<file path="config.mk">
export PLATFORM = sky130hd
export DESIGN_NAME = fp_issue_arbiter
export DESIGN_NICKNAME = d
export VERILOG_FILES = /design/src/rtl/fp_issue_arbiter_pkg.sv /design/src/rtl/fp_owner_fifo.sv /design/src/rtl/fp_issue_arbiter.sv
export SDC_FILE = /design/constraint.sdc
export NUM_CORES = 1
export LEC_CHECK = 0
export ABC_AREA = 1
export BUFFER_PORTS_ARGS = -buffer_cell sky130_fd_sc_hd__clkbuf_2
export CORE_AREA = 5 5 194 196
export CTS_CLUSTER_DIAMETER = 50
export CTS_CLUSTER_SIZE = 24
export DETAILED_ROUTE_END_ITERATION = 16
export DIE_AREA = 0 0 199 201
export PLACE_DENSITY_LB_ADDON = 0.15
export SETUP_SLACK_MARGIN = 0.3
export SLEW_MARGIN = 20
export SYNTH_ARGS = -nofsm -noshare
export SYNTH_HDL_FRONTEND = slang
export SYNTH_HIERARCHICAL = 1
export SYNTH_SLANG_ARGS = --single-unit
</file>
<file path="constraint.sdc">
create_clock -name clock -period 4.5 [get_ports clock]
set_clock_uncertainty 0.2 [all_clocks]
set_input_delay 0.9 -clock clock [delete_from_list [all_inputs] [get_ports clock]]
set_output_delay 0.9 -clock clock [all_outputs]
set_load 0.005 [all_outputs]
</file>
<file path="src/rtl/fp_issue_arbiter_pkg.sv">
// Shared types for the fp_unit issue arbiter.
// Operation bundles, arbiter state and op classification.
package fp_issue_arbiter_pkg;

  typedef enum logic [3:0] {
    FP_FADD,
    FP_FSUB,
    FP_FMUL,
    FP_FMADD,
    FP_FDIV,
    FP_FSQRT,
    FP_FMIN,
    FP_FMAX,
    FP_FCVT,
    FP_FCMP
  } fp_op_type;

  typedef struct packed {
    logic [31:0] data1;
    logic [31:0] data2;
    logic [31:0] data3;
    logic [1:0]  fmt;
    logic [2:0]  rm;
    fp_op_type   op;
    logic        enable;
  } fp_exe_in_type;

  typedef struct packed {
    logic [31:0] result;
    logic [4:0]  flags;
    logic        ready;
  } fp_exe_out_type;

  localparam fp_exe_in_type init_fp_operation = '0;

  typedef enum logic [1:0] {
    ARB_IDLE,
    ARB_PIPE,
    ARB_ITER
  } fp_arb_state_type;

  function automatic logic is_iter(input fp_op_type op);
    return (op == FP_FDIV) || (op == FP_FSQRT);
  endfunction

endpackage

</file>
<file path="src/rtl/fp_owner_fifo.sv">
// In-order owner tags for ops in flight inside fp_unit.
// Pointers and occupancy are owned by the arbiter register.
module fp_owner_fifo #(
  parameter int DEPTH = 4,
  parameter int OW    = 2,
  parameter int PW    = $clog2(DEPTH)
) (
  input  logic          reset,
  input  logic          clock,
  input  logic          push,
  input  logic [PW-1:0] wptr,
  input  logic [PW-1:0] rptr,
  input  logic [PW:0]   count,
  input  logic [OW-1:0] din,
  output logic [OW-1:0] head,
  output logic          empty,
  output logic          full
);

  logic [OW-1:0] mem [DEPTH];

  always_ff @(posedge clock or negedge reset) begin
    if (!reset) begin
      for (int i = 0; i < DEPTH; i++) mem[i] <= '0;
    end else if (push) begin
      mem[wptr] <= din;
    end
  end

  assign head  = mem[rptr];
  assign empty = (count == '0);
  assign full  = (count == (PW+1)'(DEPTH));

endmodule

</file>
<file path="src/rtl/fp_issue_arbiter.sv">
// Round-robin issue of NREQ requesters onto one fp_unit,
// with in-order routing of results back to their owners.
module fp_issue_arbiter
  import fp_issue_arbiter_pkg::*;
#(
  parameter int NREQ  = 3,
  parameter int DEPTH = 4
) (
  input  logic           reset,
  input  logic           clock,
  input  logic [NREQ-1:0] req_valid,
  input  fp_exe_in_type  req_op [NREQ],
  output logic [NREQ-1:0] req_ready,
  output fp_exe_in_type  fp_exe_i,
  input  fp_exe_out_type fp_exe_o,
  output logic [NREQ-1:0] resp_valid,
  output logic [31:0]    resp_result,
  output logic [4:0]     resp_flags,
  output logic           err
);

  localparam int OW = $clog2(NREQ);
  localparam int PW = $clog2(DEPTH);
  localparam int CW = PW + 1;

  typedef struct packed {
    fp_arb_state_type state;
    logic [CW-1:0]    count;
    logic [PW-1:0]    wptr;
    logic [PW-1:0]    rptr;
    logic [OW-1:0]    last_grant;
    logic             err;
  } fp_arb_reg_type;

  localparam fp_arb_reg_type init_fp_arb_reg = '{
    state:      ARB_IDLE,
    count:      '0,
    wptr:       '0,
    rptr:       '0,
    last_grant: OW'(NREQ-1),
    err:        1'b0
  };

  fp_arb_reg_type r, v;
  fp_exe_in_type  exe_q, exe_d;
  logic [NREQ-1:0] rv_q, rv_d;
  logic [31:0]    res_q, res_d;
  logic [4:0]     flg_q, flg_d;

  logic [2*NREQ-1:0] dbl;
  logic [NREQ-1:0]   rot;
  logic [NREQ-1:0]   grant;
  logic [OW-1:0]     win;
  logic [OW-1:0]     head;
  int                off;
  int                sum;
  logic              any;
  logic              iter_op;
  logic              elig;
  logic              accept;
  logic              retire;
  logic              empty;
  logic              full;

  fp_owner_fifo #(
    .DEPTH (DEPTH),
    .OW    (OW),
    .PW    (PW)
  ) u_owner (
    .reset (reset),
    .clock (clock),
    .push  (accept),
    .wptr  (r.wptr),
    .rptr  (r.rptr),
    .count (r.count),
    .din   (win),
    .head  (head),
    .empty (empty),
    .full  (full)
  );

  always_comb begin
    v      = r;
    exe_d  = exe_q;
    exe_d.enable = 1'b0;
    rv_d   = '0;
    res_d  = res_q;
    flg_d  = flg_q;
    grant  = '0;

    // rot[j] is requester (last_grant+1+j) mod NREQ
    dbl = {req_valid, req_valid};
    rot = NREQ'(dbl >> (int'(r.last_grant) + 1));
    any = |req_valid;
    off = 0;
    for (int j = NREQ-1; j >= 0; j--) begin
      if (rot[j]) off = j;
    end
    sum = int'(r.last_grant) + 1 + off;
    if (sum >= NREQ) sum = sum - NREQ;
    win = OW'(sum);

    // no skip-ahead: an ineligible winner stalls everyone
    iter_op = is_iter(req_op[win].op);
    if (iter_op) elig = (r.state == ARB_IDLE) && !exe_q.enable;
    else         elig = (r.state != ARB_ITER) && !full;
    accept = any && elig && reset;
    retire = fp_exe_o.ready && !empty;

    if (accept) begin
      grant[win]   = 1'b1;
      exe_d        = req_op[win];
      exe_d.enable = 1'b1;
      v.last_grant = win;
    end

    if (retire) begin
      rv_d[head] = 1'b1;
      res_d      = fp_exe_o.result;
      flg_d      = fp_exe_o.flags;
    end
    if (fp_exe_o.ready && empty) v.err = 1'b1;

    v.wptr  = r.wptr + PW'(accept);
    v.rptr  = r.rptr + PW'(retire);
    v.count = r.count + CW'(accept) - CW'(retire);

    unique case (r.state)
      ARB_IDLE: if (accept) v.state = iter_op ? ARB_ITER : ARB_PIPE;
      ARB_PIPE: if (retire && !accept && r.count == CW'(1))
                  v.state = ARB_IDLE;
      ARB_ITER: if (retire) v.state = ARB_IDLE;
      default:  v.state = ARB_IDLE;
    endcase
  end

  always_ff @(posedge clock or negedge reset) begin
    if (!reset) begin
      r     <= init_fp_arb_reg;
      exe_q <= init_fp_operation;
      rv_q  <= '0;
      res_q <= '0;
      flg_q <= '0;
    end else begin
      r     <= v;
      exe_q <= exe_d;
      rv_q  <= rv_d;
      res_q <= res_d;
      flg_q <= flg_d;
    end
  end

  assign req_ready   = grant;
  assign fp_exe_i    = exe_q;
  assign resp_valid  = rv_q;
  assign resp_result = res_q;
  assign resp_flags  = flg_q;
  assign err         = r.err;

endmodule

</file>
======== Word level (Yosys, flattened, before mapping) ========
Cells that the tools add are included.
operators by class
  multiplexer cells ....................... 26
  $add $sub $neg .......................... 7
  shift operators ......................... 1
  reduce and logical (&&, ||, !) cells .... 20
  magnitude comparators ................... 9
  eq/ne operators ......................... 10
  bitwise logic cells ..................... 3
operator list
  cell                                                                 count
  binary-select mux 106 bit (select 2 bit)                             1
  2-to-1 mux 106 bit                                                   2
  2-to-1 mux 32 bit                                                    2
  adder 4 x 32 -> 32 bit                                               1
  greater-or-equal comparator 32 x 3 -> 1 bit (second input constant)  1
  right shift 6 x 32 -> 3 bit                                          1
  2-to-1 mux 2 bit                                                     9
  logical AND 1 bit                                                    11
  greater-or-equal comparator 3 bit (second input constant)            3
  NOT 2 -> 3 bit                                                       3
  bitwise mux 8 bit                                                    1
  equality test 4 x 3 -> 1 bit (second input constant)                 2
  inequality test 2 bit (second input constant)                        4
  less-than comparator 2 x 3 -> 1 bit (second input constant)          2
  2-to-1 mux 3 bit                                                     2
  one-hot mux 2 bit (3 select lines)                                   1
  adder 2 x 1 -> 2 bit                                                 2
  binary-select mux 2 bit (select 2 bit)                               1
  demux 1 bit (select 2 bit)                                           2
  demux 2 bit (select 2 bit)                                           1
  greater-or-equal comparator 2 x 1 -> 1 bit (second input constant)   2
  logical NOT 1 bit                                                    4
  2-to-1 mux 1 bit                                                     4
  adder 2 x 1 -> 3 bit (second input constant)                         1
  13 further kinds                                                     13
word-level totals
  logic and storage cells ................. 96
  input bits .............................. 361
  output and inout port bits .............. 150
  register bits ........................... 166

======== Depth between registers and ports, before layout ========
  depth in word-level cells ............... 22
  mapped depth ............................ 31
  gate-level depth less buffers ........... 29

======== Modules after synthesis ========
The synthesis kept the hierarchy.
by module, submodules not included
  module            cells each  area an instance (um^2)  seq. area each (um^2)  instances
  fp_issue_arbiter  965         8484.4                   3955.0                 1
  fp_owner_fifo     65          470.5                    200.2                  1

======== Least setup slack after synthesis ========
Ideal clock, no wire load.
  path kind ............................... in2reg
  start ................................... input port req_valid[2]
  end ..................................... register r[9] (netlist name)
  path buffers ............................ 2
  library setup time ...................... 0.123 ns
  required time ........................... 4.177 ns
  arrival ................................. 4.661 ns
  slack ................................... -0.483 ns
  stages .................................. 29
  cell sequence ........................... inv_1 > nand2_1 > o21ai_0 > inv_1 > o21ai_0 > inv_1 > nor3_1 > inv_1 > fa_1 > inv_1 > ha_1 > a21oi_4 > nand2_4 > nand2_4 > nand2_2 > nand2_1 > nand3_2 > nor2_2 > nand2_1 > nand2_1 > nand3_2 > buf_4 > buf_6 > ha_1 > inv_1 > ha_1 > inv_1 > fa_1 > xnor2_1
RTL lines
  item                  line                     RTL
  from (decl)           fp_issue_arbiter.sv:11   input logic [NREQ-1:0] req_valid,
  to (signal assigned)  fp_issue_arbiter.sv:139  r <= init_fp_arb_reg;
  to (signal assigned)  fp_issue_arbiter.sv:145  r <= v;
  to (decl)             fp_issue_arbiter.sv:44   fp_arb_reg_type r, v;

======== Worst setup path in the final report ========
  start ................................... input port req_valid[2]
  end ..................................... output port req_ready[0]
between the ends
  cells in the longest elaborated chain, start to end .. 17
  elaborated cells between the ends (all ways) .. 25
  those cells by class .................... 2 x add/sub; 3 x order compare; 2 x eq/ne; 1 x shift; 11 x mux; 1 x bitwise; 5 x reduce/logical
ends and longest elaborated chain
  item                                                                                      line                        RTL
  right shift 6 x 32 -> 3 bit                                                               fp_issue_arbiter.sv:93      rot = NREQ'(dbl >> (int'(r.last_grant) + 1));
  2-to-1 mux 2 bit                                                                          fp_issue_arbiter.sv:97      if (rot[j]) off = j;
  2-to-1 mux 32 bit (2 in series)                                                           fp_issue_arbiter.sv:97
  adder 4 x 32 -> 32 bit                                                                    fp_issue_arbiter.sv:99      sum = int'(r.last_grant) + 1 + off;
  greater-or-equal comparator 32 x 3 -> 1 bit or subtractor 2 x 1 -> 2 bit (tied branches)  fp_issue_arbiter.sv:100     if (sum >= NREQ) sum = sum - NREQ;
  2-to-1 mux 2 bit                                                                          fp_issue_arbiter.sv:100
  NOT 2 -> 3 bit (implied by the code)                                                      fp_issue_arbiter.sv:104     iter_op = is_iter(req_op[win].op);
  binary-select mux 106 bit (select 2 bit)                                                  fp_issue_arbiter.sv:104
  2-to-1 mux 106 bit (2 in series)                                                          n/a
  equality test 4 x 3 -> 1 bit                                                              fp_issue_arbiter_pkg.sv:43  return (op == FP_FDIV) || (op == FP_FSQRT);
  logical OR 1 bit                                                                          fp_issue_arbiter_pkg.sv:43
  2-to-1 mux 1 bit                                                                          fp_issue_arbiter.sv:105     if (iter_op) elig = (r.state == ARB_IDLE) && !exe_q.enable;
  logical AND 1 bit (2 in series)                                                           fp_issue_arbiter.sv:107     accept = any && elig && reset;
  2-to-1 mux 3 bit *                                                                        fp_issue_arbiter.sv:110     if (accept) begin
  to (decl)                                                                                 fp_issue_arbiter.sv:13      output logic [NREQ-1:0] req_ready,
Mark *: on every way between the ends. The rest lies on a longest branch, timed or not. The select of a mux whose other input is x is not followed.

==> run_results.csv <==
group,metric,value,unit
run,cap_violations,0,
clock_tree,cts_inserted_buffers,17,
die,initial_utilization,24.94,%
routing,post_drt_wl_per_cell,20.24,um
die,die_x_extent,199,um
routing,wl,42450,um
synth,synth_top_family_by_area,"compound AO/OA/AOI/OAI gates",
setup_path,path_class,"input pin to output port",
setup_path,ff2ff_setup_slack,-0.25,ns
setup_path,cp_cell_instances,"clkbuf_16, clkinv_8, o211ai_1, o21a_1, inv_1, nor2_2, ha_2, inv_2, fa_1, inv_2, ha_4, a21oi_4, nand3_2, nand2_4, nand2_1, nor2_2, a21oi_4, buf_6, nand3_2, nand3_4, buf_12, nor2_4, buf_6",
setup_path,worst_setup_path_start_kind,"input pin",
placed_design,place.gp.congestion,0.8191,
clock_tree,cts-htree-levels,4,
clock_tree,cts_num_sinks,166,
status,failed_checks,"negative setup slack",
min_path,min_path_type,"input pin to async pin",
sta,final-setup-viol-count,122,
setup_path,cp_top_family,"adder cells",
grt,antenna_found_initial,12,
synth,post_synth_instance_area,0.008955,mm^2
placed_design,preCtsSetupSlack,-0.7506,ns
setup_path,critical_path.slowest_cell,"sky130_fd_sc_hd__fa_1",
final_layout,finalNetCount,1978,
routing,drt_pass1_iterations,4,
clock_tree,worst_setup_hold_path_clk_slew,0.07,ns
synth,syn_area_per_cell,8.694,um^2
synth,yosys_warnings,6,
sta,worst-slew-pin-transition,0.8117,ns
final_layout,filler_cell_count,3685,
sta,maxClockFrequency,0.1954,GHz
setup_path,worst-path-buf-inv,8,
clock_tree,clock_tree.root_cell,"sky130_fd_sc_hd__clkbuf_16",
synth,synthAdderAreaFrac,1.565,%
clock_tree,insertion_delay_to_the_later_sink_of_the_worst_skew_pair,0.45,ns
grt,grt-ovfl-total,0,
synth,compound_cell_area_share_of_the_yosys_netlist,22.29,%
status,run_status,"finished with violations",
sta,finalCritPeriodShare,113.7,%
clock_tree,cts_buffer_depth,2,
grt,grt_first_pass_wirelength,62760,um
sta,hold_viol,0,
synth,synth.area.mux_share,0.1118,%
placed_design,dp.final_hpwl,28240,um
grt,grt_start_max_net_pins,93,
setup_path,timing.critical_path.arrival,4.02,ns
sta,setup_repair_after_global_routing_missed_its_margin,"yes",
routing,num_vias,9740,
die,floorplan.die.height,201,um
sta,hold-worst-slack,0.05130,ns
die,std_cell_rows,70,
sta,totalNegativeSetupSlack,-25.51,ns
grt,first_global_vias,10202,
die,coreArea,0.03591,mm^2
sta,slew_viol_final,0,
grt,groute.usage.overall,20.59,%
setup_path,required,3.40,ns
synth,distinct_cell_type_count_after_synthesis,41,
setup_path,cp_slowest_stage_delay,0.53,ns
clock_tree,postCtsHoldBufs,0,
synth,mappedNetlistNets,1401,
routing,drcViolationCount,0,
synth,ys_seq_area_share,46.40,%
die,die_ar,0.04000,mm^2
final_layout,syn_to_final_growth,68.19,%
die,i_o_pin_total,511,
final_layout,final_core_util,41.94,%
final_layout,post_route_cells_drive_above_1_share,56.98,%
routing,detail_route.iter0.violations,349,
placed_design,io_buffers,507,
setup_path,path_max_fanout,5,
sta,maxSlewHeadroom,45.89,%
synth,syn-instance-count,1030,
sta,final_critical_path_setup_slack,-0.6173,ns
setup_path,critPathCaptureType,"output port",
sta,period_minus_slack,5.117,ns
synth,yosys.area_share.simple,22.23,%
synth,ys_ff_latch,166,
routing,detail-route-antenna-nets,0,
routing,routed_via_density,4.645,
synth,yosys.area_share.xor_xnor,0.3912,%
clock_tree,cts_tree,"done",
cell usage after synthesis:
library cell / n / area share (%)
sky130_fd_sc_hd__o211ai_1: 1 / 0.084
sky130_fd_sc_hd__a21oi_2: 1 / 0.098
sky130_fd_sc_hd__o31a_1: 1 / 0.098
sky130_fd_sc_hd__a31oi_1: 1 / 0.070
sky130_fd_sc_hd__nor3_2: 1 / 0.11
sky130_fd_sc_hd__nor3_1: 4 / 0.22
sky130_fd_sc_hd__o311ai_0: 1 / 0.098
sky130_fd_sc_hd__buf_1: 2 / 0.084
sky130_fd_sc_hd__buf_2: 10 / 0.56
sky130_fd_sc_hd__ha_1: 8 / 1.1
sky130_fd_sc_hd__nand2_2: 6 / 0.42
sky130_fd_sc_hd__nand3_2: 8 / 0.89
sky130_fd_sc_hd__nand3_1: 14 / 0.78
sky130_fd_sc_hd__a221oi_1: 82 / 8.0
sky130_fd_sc_hd__nand4_1: 6 / 0.42
sky130_fd_sc_hd__a21oi_1: 21 / 1.2
sky130_fd_sc_hd__mux2i_1: 1 / 0.11
sky130_fd_sc_hd__o21a_1: 1 / 0.084
sky130_fd_sc_hd__nor3b_1: 1 / 0.084
sky130_fd_sc_hd__xnor2_1: 2 / 0.20
sky130_fd_sc_hd__a21oi_4: 1 / 0.18
sky130_fd_sc_hd__or2_2: 2 / 0.14
sky130_fd_sc_hd__a22o_1: 20 / 2.0
sky130_fd_sc_hd__nand2_4: 3 / 0.38
sky130_fd_sc_hd__nand2_1: 349 / 15
sky130_fd_sc_hd__buf_6: 22 / 2.8
sky130_fd_sc_hd__xor2_1: 2 / 0.20
sky130_fd_sc_hd__and2_1: 1 / 0.070
sky130_fd_sc_hd__clkbuf_1: 39 / 1.6
sky130_fd_sc_hd__o21ai_1: 8 / 0.45
sky130_fd_sc_hd__dfstp_2: 1 / 0.29
sky130_fd_sc_hd__a21o_1: 1 / 0.084
sky130_fd_sc_hd__nor2_1: 94 / 3.9
sky130_fd_sc_hd__inv_2: 3 / 0.13
sky130_fd_sc_hd__nor2_2: 2 / 0.14
sky130_fd_sc_hd__fa_1: 2 / 0.45
sky130_fd_sc_hd__o21ai_2: 100 / 9.8
sky130_fd_sc_hd__o21ai_0: 2 / 0.11
sky130_fd_sc_hd__buf_4: 3 / 0.25
sky130_fd_sc_hd__dfrtp_1: 165 / 46
sky130_fd_sc_hd__inv_1: 38 / 1.6
worst paths after layout:
path                                 start               to  depth (start not counted)
min in group clock         resp_result[21]  resp_result[21]                          2
hold / removal                       reset     fp_exe_i[10]                          1
setup / recovery              req_valid[2]     req_ready[0]                         23
max in group asynchronous            reset     fp_exe_i[72]                          3
hold reg to reg            resp_result[21]  resp_result[21]                          2
setup reg to reg                      r[1]             r[8]                         29
cells by family after synthesis:
family / count (synthesis)
buffers and inverters: 117
AOI/OAI and AO/OA: 241
muxes: 1
and+or+nand+nor: 491
DFF: 166
xor gates and xnor gates: 4
adders and majority gates: 10
placed cells by master, fill, tap and decap left out, drive strengths merged, types with 2 or more instances in the layout:
| cell type | netlist | routed |
|---|---|---|
| dfrtp | 165 | 165 |
| diode | 0 | 9 |
| buf | 37 | 130 |
| clkbuf | 39 | 520 |
| nor2 | 96 | 96 |
| nand2 | 358 | 358 |
| xor2 | 2 | 2 |
| clkinvlp | 0 | 4 |
| a221oi | 82 | 82 |
| ha | 8 | 8 |
| a22o | 20 | 20 |
| inv | 41 | 50 |
| clkinv | 0 | 2 |
| nor3 | 5 | 5 |
| a21oi | 23 | 23 |
| nand4 | 6 | 6 |
| xnor2 | 2 | 2 |
| nand3 | 22 | 22 |
| fa | 2 | 2 |
| o21ai | 110 | 110 |
| or2 | 2 | 2 |
worst reg2reg max path, delay by kind of cell (launching register included):
kind                     cells  cell delay [ns]
multiplexers                 1             0.25
flip-flops                   1             0.45
AND/OR/NAND/NOR              9             0.80
adder cells (fa/ha/maj)      6             1.69
buffers and inverters       10             0.77
AO/OA/AOI/OAI                3             0.51
sequential cells by signal (all words and copies together) (netlist names):
signal       count
resp_result     32
r               11
resp_valid       3
u_owner/mem      8
resp_flags       5
err              1
fp_exe_i       106
area by class of cell:
class	instances	area [um^2]	share of cell area, %
Multi-Input combinational cell	747	5087	33.78
Timing Repair Buffer	634	4463	29.63
Sequential cell	166	4156	27.60
Tap cell	468	585.6	3.888
Clock buffer	17	425.4	2.825
Inverter	41	170.2	1.130
Clock inverter	15	150.1	0.9969
Antenna cell	9	22.52	0.1495
per-layer routing:
layer / vias up / share of wire, % / GRT usage [%]
met3: 38 / 7.4 / 7.150
met2: 315 / 49 / 33.75
met5: - / 0.061 / 0
li1: 4692 / - / -
met4: 4 / 1.5 / 6.253
met1: 4691 / 42 / 25.54
metrics by stage:
step	cell area, um^2	cells
after CTS	14670	2076
final	15060	2097
after detailed placement	12180	1986
after global routing	15060	2097
after global placement	12180	1986
after floorplan	9025	1030
timing repair:
item,CTS,global route
gates resized for setup,240,60
pin swaps,25,31
setup buffers,28,10
endpoints found under the hold margin,0,0
gates cloned,30,2
setup endpoints to repair,123,126
Power is left out: the tool's default activity adds up to more than one toggle a clock period on the data nets, which glitch-free logic cannot reach.
